**config.mk**
```make
export PLATFORM = sky130hd
export DESIGN_NAME = lsu_mem_ctrl_flat
export DESIGN_NICKNAME = d
export VERILOG_FILES = /design/src/rtl/lsu_mem_ctrl_pkg.sv /design/src/rtl/lsu_mem_ctrl_if.sv /design/src/rtl/lsu_mem_ctrl_store_lane.sv /design/src/rtl/lsu_mem_ctrl.sv /design/src/flat_wrapper.sv
export SDC_FILE = /design/constraint.sdc
export NUM_CORES = 1
export LEC_CHECK = 0
export CORE_MARGIN = 4
export CORE_UTILIZATION = 40
export CTS_BUF_LIST = sky130_fd_sc_hd__clkbuf_4
export CTS_CLUSTER_SIZE = 20
export DETAILED_ROUTE_END_ITERATION = 10
export PLACE_DENSITY = 0.86
export SYNTH_ARGS = -nofsm -noshare
export SYNTH_HDL_FRONTEND = slang
export SYNTH_SLANG_ARGS = --single-unit
```
**constraint.sdc**
```tcl
create_clock -name clk -period 3.8 [get_ports clk]
set_clock_uncertainty 0.1 [all_clocks]
set_input_delay 0.57 -clock clk [delete_from_list [all_inputs] [get_ports clk]]
set_output_delay 0.57 -clock clk [all_outputs]
set_load 0.02 [all_outputs]
```
**src/rtl/lsu_mem_ctrl_pkg.sv**
```systemverilog
// Shared types and constants for the load/store sequencing controller.
package lsu_mem_ctrl_pkg;

  typedef enum logic [1:0] {
    ST_IDLE   = 2'd0,
    ST_ACCESS = 2'd1,
    ST_RESP   = 2'd2
  } state_t;

  localparam logic [2:0] MODE_B = 3'b001;
  localparam logic [2:0] MODE_H = 3'b010;
  localparam logic [2:0] MODE_W = 3'b100;

  // Flags requests that must not reach memory.
  // Such requests use a non one-hot size, or are halfwords on odd bytes,
  // or are words off a word boundary.
  function automatic logic req_error(input logic [2:0] mode, input logic [1:0] cs);
    logic err;
    case (mode)
      MODE_B:  err = 1'b0;
      MODE_H:  err = cs[0];
      MODE_W:  err = (cs != 2'b00);
      default: err = 1'b1;
    endcase
    return err;
  endfunction

endpackage

```
**src/rtl/lsu_mem_ctrl_if.sv**
```systemverilog
// Bundle of the pipeline request/response, memory and formatter signals.
//
// Handshakes: a transfer happens on a rising edge where valid and ready are
// both high. A source holds valid and its payload stable until that edge.
// The controller raises req_ready only in IDLE. It holds resp_valid,
// resp_rdata and resp_err until resp_ready. It holds mem_en and the mem_*
// payload until mem_ready.
interface lsu_mem_ctrl_if;
  logic        req_valid;
  logic        req_ready;
  logic        req_we;
  logic [31:0] req_addr;
  logic [31:0] req_wdata;
  logic [2:0]  req_mode;
  logic        req_uint;

  logic        resp_valid;
  logic        resp_ready;
  logic [31:0] resp_rdata;
  logic        resp_err;

  logic        mem_en;
  logic [3:0]  mem_we;
  logic [31:0] mem_addr;
  logic [31:0] mem_wdata;
  logic        mem_ready;
  logic [31:0] mem_rdata;

  logic [2:0]  fmt_mode;
  logic        fmt_uint;
  logic [1:0]  fmt_cs;
  logic [7:0]  fmt_b0;
  logic [7:0]  fmt_b1;
  logic [7:0]  fmt_b2;
  logic [7:0]  fmt_b3;
  logic [31:0] fmt_data;

  // Controller side
  modport slave (
    input  req_valid, req_we, req_addr, req_wdata, req_mode, req_uint,
    output req_ready,
    output resp_valid, resp_rdata, resp_err,
    input  resp_ready,
    output mem_en, mem_we, mem_addr, mem_wdata,
    input  mem_ready, mem_rdata,
    output fmt_mode, fmt_uint, fmt_cs, fmt_b0, fmt_b1, fmt_b2, fmt_b3,
    input  fmt_data
  );

  // Pipeline, memory and formatter side
  modport master (
    output req_valid, req_we, req_addr, req_wdata, req_mode, req_uint,
    input  req_ready,
    input  resp_valid, resp_rdata, resp_err,
    output resp_ready,
    input  mem_en, mem_we, mem_addr, mem_wdata,
    output mem_ready, mem_rdata,
    input  fmt_mode, fmt_uint, fmt_cs, fmt_b0, fmt_b1, fmt_b2, fmt_b3,
    output fmt_data
  );
endinterface

```
**src/rtl/lsu_mem_ctrl_store_lane.sv**
```systemverilog
// Store lane steering: byte enables and lane-replicated write data.
module lsu_store_lane
  import lsu_mem_ctrl_pkg::*;
(
  input  logic [2:0]  mode,
  input  logic [1:0]  cs,
  input  logic [31:0] wdata,
  output logic [3:0]  byte_en,
  output logic [31:0] lane_data
);

  // Replicate the right-aligned data across all lanes.
  // The enables then pick the lanes that memory actually writes.
  always_comb begin
    byte_en   = 4'b0000;
    lane_data = wdata;
    case (mode)
      MODE_B: begin
        byte_en   = 4'b0001 << cs;
        lane_data = {4{wdata[7:0]}};
      end
      MODE_H: begin
        byte_en   = 4'b0011 << cs;
        lane_data = {2{wdata[15:0]}};
      end
      MODE_W: begin
        byte_en   = 4'b1111;
        lane_data = wdata;
      end
      default: begin
        byte_en   = 4'b0000;
        lane_data = wdata;
      end
    endcase
  end

endmodule

```
**src/rtl/lsu_mem_ctrl.sv**
```systemverilog
// Load/store sequencing controller between the memory pipeline stage and a
// single-port data memory, driving an external load formatter.
module lsu_mem_ctrl
  import lsu_mem_ctrl_pkg::*;
#(
  parameter int TIMEOUT = 16,
  parameter int CNT_W   = 5
) (
  input  logic           clk,
  input  logic           rst,
  lsu_mem_ctrl_if.slave  bus,
  output state_t         dbg_state
);

  // Last counter value before the access is abandoned.
  localparam logic [CNT_W-1:0] TO_LAST = CNT_W'((TIMEOUT == 0) ? 0 : TIMEOUT - 1);

  state_t           state;
  state_t           state_nx;

  logic             we_q;
  logic             uint_q;
  logic             err_q;
  logic [31:0]      addr_q;
  logic [31:0]      wdata_q;
  logic [2:0]       mode_q;
  logic [31:0]      rdata_q;
  logic [CNT_W-1:0] cnt;

  logic             accept;
  logic             access_done;
  logic             access_timeout;
  logic             req_err;
  logic [3:0]       lane_we;
  logic [31:0]      lane_wdata;

  lsu_store_lane u_store_lane (
    .mode      (mode_q),
    .cs        (addr_q[1:0]),
    .wdata     (wdata_q),
    .byte_en   (lane_we),
    .lane_data (lane_wdata)
  );

  // State register
  always_ff @(posedge clk or posedge rst) begin
    if (rst) state <= ST_IDLE;
    else     state <= state_nx;
  end

  // Next state and handshake strobes
  always_comb begin
    state_nx       = state;
    accept         = 1'b0;
    access_done    = 1'b0;
    access_timeout = 1'b0;
    bus.req_ready  = 1'b0;
    bus.mem_en     = 1'b0;
    bus.resp_valid = 1'b0;
    req_err        = req_error(bus.req_mode, bus.req_addr[1:0]);
    case (state)
      ST_IDLE: begin
        bus.req_ready = 1'b1;
        if (bus.req_valid) begin
          accept   = 1'b1;
          state_nx = req_err ? ST_RESP : ST_ACCESS;
        end
      end
      ST_ACCESS: begin
        bus.mem_en = 1'b1;
        // A completion on the final cycle still counts as success.
        if (bus.mem_ready) begin
          access_done = 1'b1;
          state_nx    = ST_RESP;
        end else if ((TIMEOUT != 0) && (cnt == TO_LAST)) begin
          access_timeout = 1'b1;
          state_nx       = ST_RESP;
        end
      end
      ST_RESP: begin
        bus.resp_valid = 1'b1;
        if (bus.resp_ready) state_nx = ST_IDLE;
      end
      default: state_nx = ST_IDLE;
    endcase
  end

  // Request latch, timeout counter and read-data capture
  always_ff @(posedge clk or posedge rst) begin
    if (rst) begin
      we_q    <= 1'b0;
      uint_q  <= 1'b0;
      err_q   <= 1'b0;
      addr_q  <= '0;
      wdata_q <= '0;
      mode_q  <= '0;
      rdata_q <= '0;
      cnt     <= '0;
    end else begin
      if (accept) begin
        we_q    <= bus.req_we;
        uint_q  <= bus.req_uint;
        addr_q  <= bus.req_addr;
        wdata_q <= bus.req_wdata;
        mode_q  <= bus.req_mode;
        err_q   <= req_err;
        cnt     <= '0;
      end
      if ((state == ST_ACCESS) && !bus.mem_ready) cnt <= cnt + 1'b1;
      if (access_done) begin
        err_q <= 1'b0;
        if (!we_q) rdata_q <= bus.mem_rdata;
      end
      if (access_timeout) err_q <= 1'b1;
    end
  end

  assign bus.mem_addr   = {addr_q[31:2], 2'b00};
  assign bus.mem_we     = ((state == ST_ACCESS) && we_q) ? lane_we : 4'b0000;
  assign bus.mem_wdata  = lane_wdata;

  assign bus.resp_err   = (state == ST_RESP) && err_q;
  assign bus.resp_rdata = ((state == ST_RESP) && !err_q && !we_q) ? bus.fmt_data : 32'h0;

  assign bus.fmt_mode   = mode_q;
  assign bus.fmt_uint   = uint_q;
  assign bus.fmt_cs     = addr_q[1:0];
  assign bus.fmt_b0     = rdata_q[7:0];
  assign bus.fmt_b1     = rdata_q[15:8];
  assign bus.fmt_b2     = rdata_q[23:16];
  assign bus.fmt_b3     = rdata_q[31:24];

  assign dbg_state      = state;

endmodule

```
**src/flat_wrapper.sv**
```systemverilog
// flat-port wrapper written by rule: the top's interface ports become plain ports
module lsu_mem_ctrl_flat import lsu_mem_ctrl_pkg::*;
#(
  parameter int TIMEOUT = 16,
  parameter int CNT_W   = 5
)
  (clk, rst, dbg_state, bus_req_valid, bus_req_we, bus_req_addr, bus_req_wdata, bus_req_mode, bus_req_uint, bus_req_ready, bus_resp_valid, bus_resp_rdata, bus_resp_err, bus_resp_ready, bus_mem_en, bus_mem_we, bus_mem_addr, bus_mem_wdata, bus_mem_ready, bus_mem_rdata, bus_fmt_mode, bus_fmt_uint, bus_fmt_cs, bus_fmt_b0, bus_fmt_b1, bus_fmt_b2, bus_fmt_b3, bus_fmt_data);
  lsu_mem_ctrl_if bus_i ();
  input  logic clk;
  input  logic rst;
  output state_t dbg_state;
  input wire logic [$bits(bus_i.req_valid)-1:0] bus_req_valid;
  input wire logic [$bits(bus_i.req_we)-1:0] bus_req_we;
  input wire logic [$bits(bus_i.req_addr)-1:0] bus_req_addr;
  input wire logic [$bits(bus_i.req_wdata)-1:0] bus_req_wdata;
  input wire logic [$bits(bus_i.req_mode)-1:0] bus_req_mode;
  input wire logic [$bits(bus_i.req_uint)-1:0] bus_req_uint;
  output wire logic [$bits(bus_i.req_ready)-1:0] bus_req_ready;
  output wire logic [$bits(bus_i.resp_valid)-1:0] bus_resp_valid;
  output wire logic [$bits(bus_i.resp_rdata)-1:0] bus_resp_rdata;
  output wire logic [$bits(bus_i.resp_err)-1:0] bus_resp_err;
  input wire logic [$bits(bus_i.resp_ready)-1:0] bus_resp_ready;
  output wire logic [$bits(bus_i.mem_en)-1:0] bus_mem_en;
  output wire logic [$bits(bus_i.mem_we)-1:0] bus_mem_we;
  output wire logic [$bits(bus_i.mem_addr)-1:0] bus_mem_addr;
  output wire logic [$bits(bus_i.mem_wdata)-1:0] bus_mem_wdata;
  input wire logic [$bits(bus_i.mem_ready)-1:0] bus_mem_ready;
  input wire logic [$bits(bus_i.mem_rdata)-1:0] bus_mem_rdata;
  output wire logic [$bits(bus_i.fmt_mode)-1:0] bus_fmt_mode;
  output wire logic [$bits(bus_i.fmt_uint)-1:0] bus_fmt_uint;
  output wire logic [$bits(bus_i.fmt_cs)-1:0] bus_fmt_cs;
  output wire logic [$bits(bus_i.fmt_b0)-1:0] bus_fmt_b0;
  output wire logic [$bits(bus_i.fmt_b1)-1:0] bus_fmt_b1;
  output wire logic [$bits(bus_i.fmt_b2)-1:0] bus_fmt_b2;
  output wire logic [$bits(bus_i.fmt_b3)-1:0] bus_fmt_b3;
  input wire logic [$bits(bus_i.fmt_data)-1:0] bus_fmt_data;
  assign bus_i.req_valid = bus_req_valid;
  assign bus_i.req_we = bus_req_we;
  assign bus_i.req_addr = bus_req_addr;
  assign bus_i.req_wdata = bus_req_wdata;
  assign bus_i.req_mode = bus_req_mode;
  assign bus_i.req_uint = bus_req_uint;
  assign bus_req_ready = bus_i.req_ready;
  assign bus_resp_valid = bus_i.resp_valid;
  assign bus_resp_rdata = bus_i.resp_rdata;
  assign bus_resp_err = bus_i.resp_err;
  assign bus_i.resp_ready = bus_resp_ready;
  assign bus_mem_en = bus_i.mem_en;
  assign bus_mem_we = bus_i.mem_we;
  assign bus_mem_addr = bus_i.mem_addr;
  assign bus_mem_wdata = bus_i.mem_wdata;
  assign bus_i.mem_ready = bus_mem_ready;
  assign bus_i.mem_rdata = bus_mem_rdata;
  assign bus_fmt_mode = bus_i.fmt_mode;
  assign bus_fmt_uint = bus_i.fmt_uint;
  assign bus_fmt_cs = bus_i.fmt_cs;
  assign bus_fmt_b0 = bus_i.fmt_b0;
  assign bus_fmt_b1 = bus_i.fmt_b1;
  assign bus_fmt_b2 = bus_i.fmt_b2;
  assign bus_fmt_b3 = bus_i.fmt_b3;
  assign bus_i.fmt_data = bus_fmt_data;
  lsu_mem_ctrl #(.TIMEOUT(TIMEOUT), .CNT_W(CNT_W)) u_core (.clk(clk), .rst(rst), .bus(bus_i), .dbg_state(dbg_state));
endmodule
```
Word-level counts from Yosys, hierarchy flattened
Cells that the tools add are included.

Bits of input ports: 138. Bits in latches: 0. Bits in registers: 109. Word-level logic and storage cells: 65. RAM bits: 0. Bits in read-only memories: 0. Memories: 0.

Reductions and logical operators: 14. $lt $le $gt $ge: 0. Multiplexer cells: 26. Div/mod/pow operators: 0. Bitwise gates (word level): 1. Eq/ne operators: 12. Add/sub/neg operators: 1. $mul: 0. Shift operators: 2.

Operators by type and width (number): case mux 32 bit (2 select lines) (1); 2-to-1 mux 32 bit (1); 2-to-1 mux 1 bit (13); case mux 4 bit (3 select lines) (1); 2-to-1 mux 2 bit (5); 2-to-1 mux 5 bit (2); == test 3 x 1 -> 1 bit (second input constant) (2); == test 3 x 2 -> 1 bit (second input constant) (2); == test 3 bit (second input constant) (2); case mux 2 bit (3 select lines) (1); adder 5 x 1 -> 5 bit (second input constant) (1); == test 5 x 4 -> 1 bit (second input constant) (1); logical AND 1 bit (5); 2-to-1 mux 4 bit (1); inequality test 2 bit (second input constant) (2); nonzero test 2 bit (2); << shifter 1 x 2 -> 4 bit (first input constant) (1); << shifter 2 x 2 -> 4 bit (first input constant) (1); zero test 1 bit (3); inequality test 3 x 2 -> 1 bit (second input constant) (1); case mux 1 bit (3 select lines) (1); AND reduction 3 bit (1); nonzero test 3 bit (1); == test 2 x 1 -> 1 bit (second input constant) (1); other kinds (4) (4).

Logic depth before layout (Yosys ltp)
Word-level depth: 5. Gate-level depth with buffers: 5. Gate-level depth less buffers: 5.

Modules after synthesis
A second synthesis with hierarchy kept.

Cell total of the unflattened synthesis: 552. Area total of the unflattened synthesis: 5383.9 um2.

Modules (own cells, without submodules): lsu_mem_ctrl (area an instance 4667.0 um2, sequential area each 2727.6 um2, cells each 452, times used 1); lsu_store_lane (area an instance 716.9 um2, sequential area each 0.0 um2, cells each 100, times used 1).

Worst setup path before layout
No wires, ideal clock.

Path type: flip-flop to output port. Start: reg u_core.mode_q[0], in the netlist u_core.bus.fmt_mode[0]. End: out bus_mem_we[1]. Arrival time: 1661 ps. Stages on the path, launching flop included: 6. Setup slack: 1469 ps. Path through: dfrtp_1 > nor2b_1 > buf_2 > nand2_1 > a211o_1 > a21oi_1.

Cells in the longest elaborated chain, start to end: 3. Elaborated cells between the ends (all ways): 5.

Ends and longest elaborated chain: start: declaration (RTL line lsu_mem_ctrl.sv:26) `logic [2:0] mode_q;`; start signal: assignment (RTL line lsu_mem_ctrl.sv:105) `mode_q <= bus.req_mode;`; == test 3 bit, or another cell as far along (RTL line lsu_mem_ctrl_store_lane.sv:17) `case (mode)`; case mux 4 bit (3 select lines) * (RTL line lsu_mem_ctrl_store_lane.sv:17); 2-to-1 mux 4 bit * (RTL line lsu_mem_ctrl.sv:119) `assign bus.mem_we = ((state == ST_ACCESS) && we_q) ? lane_we : 4'b0000;`; end: declaration (RTL line flat_wrapper.sv:24) `output wire logic [$bits(bus_i.mem_we)-1:0] bus_mem_we;`.

Mark *: on every way between the ends. The rest lies on a longest branch, timed or not.

Worst setup path after layout
Start: reg u_core.mode_q[0], in the netlist u_core.bus.fmt_mode[0]. End: out bus_mem_wdata[10].

Cells in the longest elaborated chain, start to end: 2. Elaborated cells between the ends (all ways): 3.

Ends and longest elaborated chain: == test 3 x 2 -> 1 bit or == test 3 x 1 -> 1 bit (tied branches) (RTL line lsu_mem_ctrl_store_lane.sv:17); case mux 32 bit (2 select lines) * (RTL line lsu_mem_ctrl_store_lane.sv:17); end: declaration (RTL line flat_wrapper.sv:26) `output wire logic [$bits(bus_i.mem_wdata)-1:0] bus_mem_wdata;`.

Marked as above.

==> results.md <==
- First-pass GRT wire length: 24000 um
- Final setup violation count: 0
- GPL Wtd Cong: 0.910
- H-Tree Depth: 3
- Ys async rst share: 100%
- Die width: 119 um
- Mux cell area share after synthesis: 26.4%
- Syn Inst Count: 378
- Main synth FF type: dfrtp_1
- Max-Cap Viols: 0
- CTS root buf: clkbuf_4
- DRT Pass-1 Iters: 4
- Syn avg cell area: 13.1 sq um
- Register area share after synthesis: 55.1%
- Synth top area share: 55.1%
- Adder-cell share of the synthesized area: 0.505%
- Fillcell total: 918
- Antenna violations before repair: 1
- Clock-pin slew on the worst setup and hold paths: 0.18 ns
- Post-CTS Hold Fix Bufs: 0
- Num ports: 282
- Hold Vio Cnt, Final: 0
- Leakage power: 3.29 nW
- Pre-CTS setup slack: 0.794 ns
- Synth top area cells: dfrtp_1 (55%), mux2_2 (25%), and2_1 (4.0%)
- Finished Cell Area: 0.00801 sq mm
- Gates resized, CTS repair: 0
- Reg area: 0.00273 sq mm
- Gr usage total: 21.5%
- Min-Delay Path Class: reg2reg
- Worst path max stage delay: 0.63 ns
- Initial DRC count: 136
- Crit path top cell by count: nor2b_1
- Final core area utilization: 66.4%
- Drt total wl: 15500 um
- Crit path arrival time: 2.86 ns
- Clock period minus worst slack: 3.53 ns
- Most frequent cells after synthesis: mux2_2 (111), dfrtp_1 (109), and2_1 (32), nand2_1 (17), o21ai_0 (16)
- DRC viols: 0
- Hold Startpoint: u_core.rdata_q[1]$_DFFE_PP0P_
- Die area: 0.0142 sq mm
- Synth Area in Compound Gates: 5.23%
- Vias: 4037
- CP startpoint kind: flop
- Worst setup path start: u_core.bus.fmt_mode[0]$_DFFE_PP0P_
- Detail Route Antenna Nets: 0
- Slowest CP cell: nor2b_1
- Maximum clock rate: 283 MHz
- Setup TNS: 0 ns
- Post-Synth Simple-Gate Area: 8.44%
- Largest net degree at the start of global routing: 81
- HPWL Detailed: 12200 um
- Setup bufs post-CTS: 0
- Post-Synth XOR/XNOR Area: 0.177%
- Worst-Margin Slew: 0.976 ns
- Cell Area, Synth: 0.00495 sq mm
- Area Growth Syn to Fin: 61.8%
- Maximum vdd drop: 408 uV
- Critical R2R Launch: u_core.dbg_state[1]$_DFFE_PP0P_
- Final period util: 93.0%
- PwrDens: 675 mW/mm^2
- Crit end category: primary output
- CTS tree: yes
- Placed inst area: 0.00787 sq mm
- Worst rel slew slack: 35.0%
- Multi-input logic area: 0.00203 sq mm
- Vert. Die Dim: 119 um
- IO Port Bufs: 279
- RSZ-0062 raised after global routing: false
- Largest family of logic cells by synthesized area: multiplexers
- DR WL/cell: 18.8 um
- Most common cell in the synthesized netlist: mux2_2
- Core area: 0.0121 sq mm
- Number of CTS-inserted buffers: 9
- DR vias/cell: 4.91
- Status: finished clean
- Clk sinks: 109
- Max Slew Vio Count: 0
- Fin cells: 822
- Crit path max fanout: 12
- Starting density of the core: 41.0%
- Clock Tree Buf Depth: 2
- Grt ovf: 0
- Fraction of layout cells with a size suffix above 1: 21.6%
- Vias in the first global route: 4430
- Final WS setup: 0.266 ns
- Placed cells: 805
- Clock latency on the worst-skew pair: 0.47 ns
- Setup CP Type: reg2out
- Cell Chain, Critical Path: nor2b_1 -> buf_4 -> nor2b_1 -> mux2_2 -> clkdlybuf4s50_1
- Leading area contributor after synthesis: dfrtp_1
- Std-Cell Rows: 40
- Yosys reg bits: 109
- Final net count: 788
- Unique masters post-synth: 37
- Synth warn: 0
- Critical Path RT: 3.13 ns
- Post-synth EDFFs: 0
## flip-flops by register name (all words and copies together) (netlist names)
signal	cells
u_core.addr_q	32
u_core.rdata_q	32
u_core.wdata_q	32
u_core.cnt	5
u_core.bus.fmt_mode	3
u_core.dbg_state	2
u_core.bus.fmt_uint	1
u_core.err_q	1
u_core.we_q	1
## stage by stage
| step | hold slack [ns] | total power, mW |
|---|---|---|
| floorplan | 0.350 | 3.40 |
| global placement | 0.367 | 4.76 |
| detailed placement | 0.378 | 4.85 |
| CTS | 0.416 | 5.46 |
| global route | 0.443 | 5.70 |
| finish | 0.413 | 5.40 |
## cells by family after synthesis
group | Yosys count
adders and majority gates | 2
AOI/OAI and AO/OA | 40
muxes | 116
other | 1
buffers and inverters | 36
DFF | 109
xor gates and xnor gates | 1
and+or+nand+nor | 73
## layer usage
| metal | global-route usage (%) | share of wire, % |
|---|---|---|
| met1 | 23.1 | 36 |
| met2 | 38.7 | 52 |
| met3 | 7.22 | 9.1 |
| met4 | 8.62 | 2.4 |
| met5 | 0 | 0 |
## path summary, 6_finish.rpt
path	endpoint	slack (ns)	cells after the start
hold / removal	u_core.rdata_q[1]$_DFFE_PP0P_	0.41	1
min in group asynchronous	u_core.wdata_q[18]$_DFFE_PP0P_	0.55	2
setup reg to reg	u_core.rdata_q[10]$_DFFE_PP0P_	1.80	4
hold reg to reg	u_core.rdata_q[1]$_DFFE_PP0P_	0.41	1
setup / recovery	bus_mem_wdata[10]	0.27	5
max in group asynchronous	u_core.wdata_q[27]$_DFFE_PP0P_	2.23	3
## worst max-delay path: cells and delay by family, from the launching register on
family / cells / cell delay (ns)
flip-flops: 1 / 0.44
AND/OR/NAND/NOR: 2 / 0.78
multiplexers: 1 / 0.41
buffers and inverters: 2 / 0.76
## final cells by class
class,instances,share of cell area (%)
clock inverter,7,0.906
inverter,7,0.359
tap,168,2.62
timing repair buffer,287,35.8
sequential,109,34.1
multi-input combinational,234,25.4
clock buffer,9,0.844
antenna,1,0.0312
## layout by cell type, fill, tap and decap left out, types with 2 or more instances in the layout
master,Yosys,final
clkdlybuf4s50_1,0,279
mux2_2,111,111
dfrtp_1,109,109
and2_1,32,32
nand2_1,17,17
o21ai_0,16,16
clkbuf_4,0,9
a22oi_1,8,8
buf_4,12,7
inv_1,7,6
nor2_1,6,6
mux2_1,5,5
a21oi_1,5,5
nor2b_1,4,4
nor3b_1,3,2
a22o_1,2,2
nand3_1,2,2
nand2b_1,2,2
a211o_1,2,2
ha_1,2,2
conb_1,1,2
inv_6,0,2
## power breakdown
| group | switching (mW) | internal (mW) | leakage [nW] |
|---|---|---|---|
| clock network | 0.391 | 0.203 | 0.0744 |
| logic | 1.35 | 1.54 | 1.89 |
| registers | 0.335 | 1.59 | 1.33 |
No activity file was read; power rests on OpenSTA's default activity.
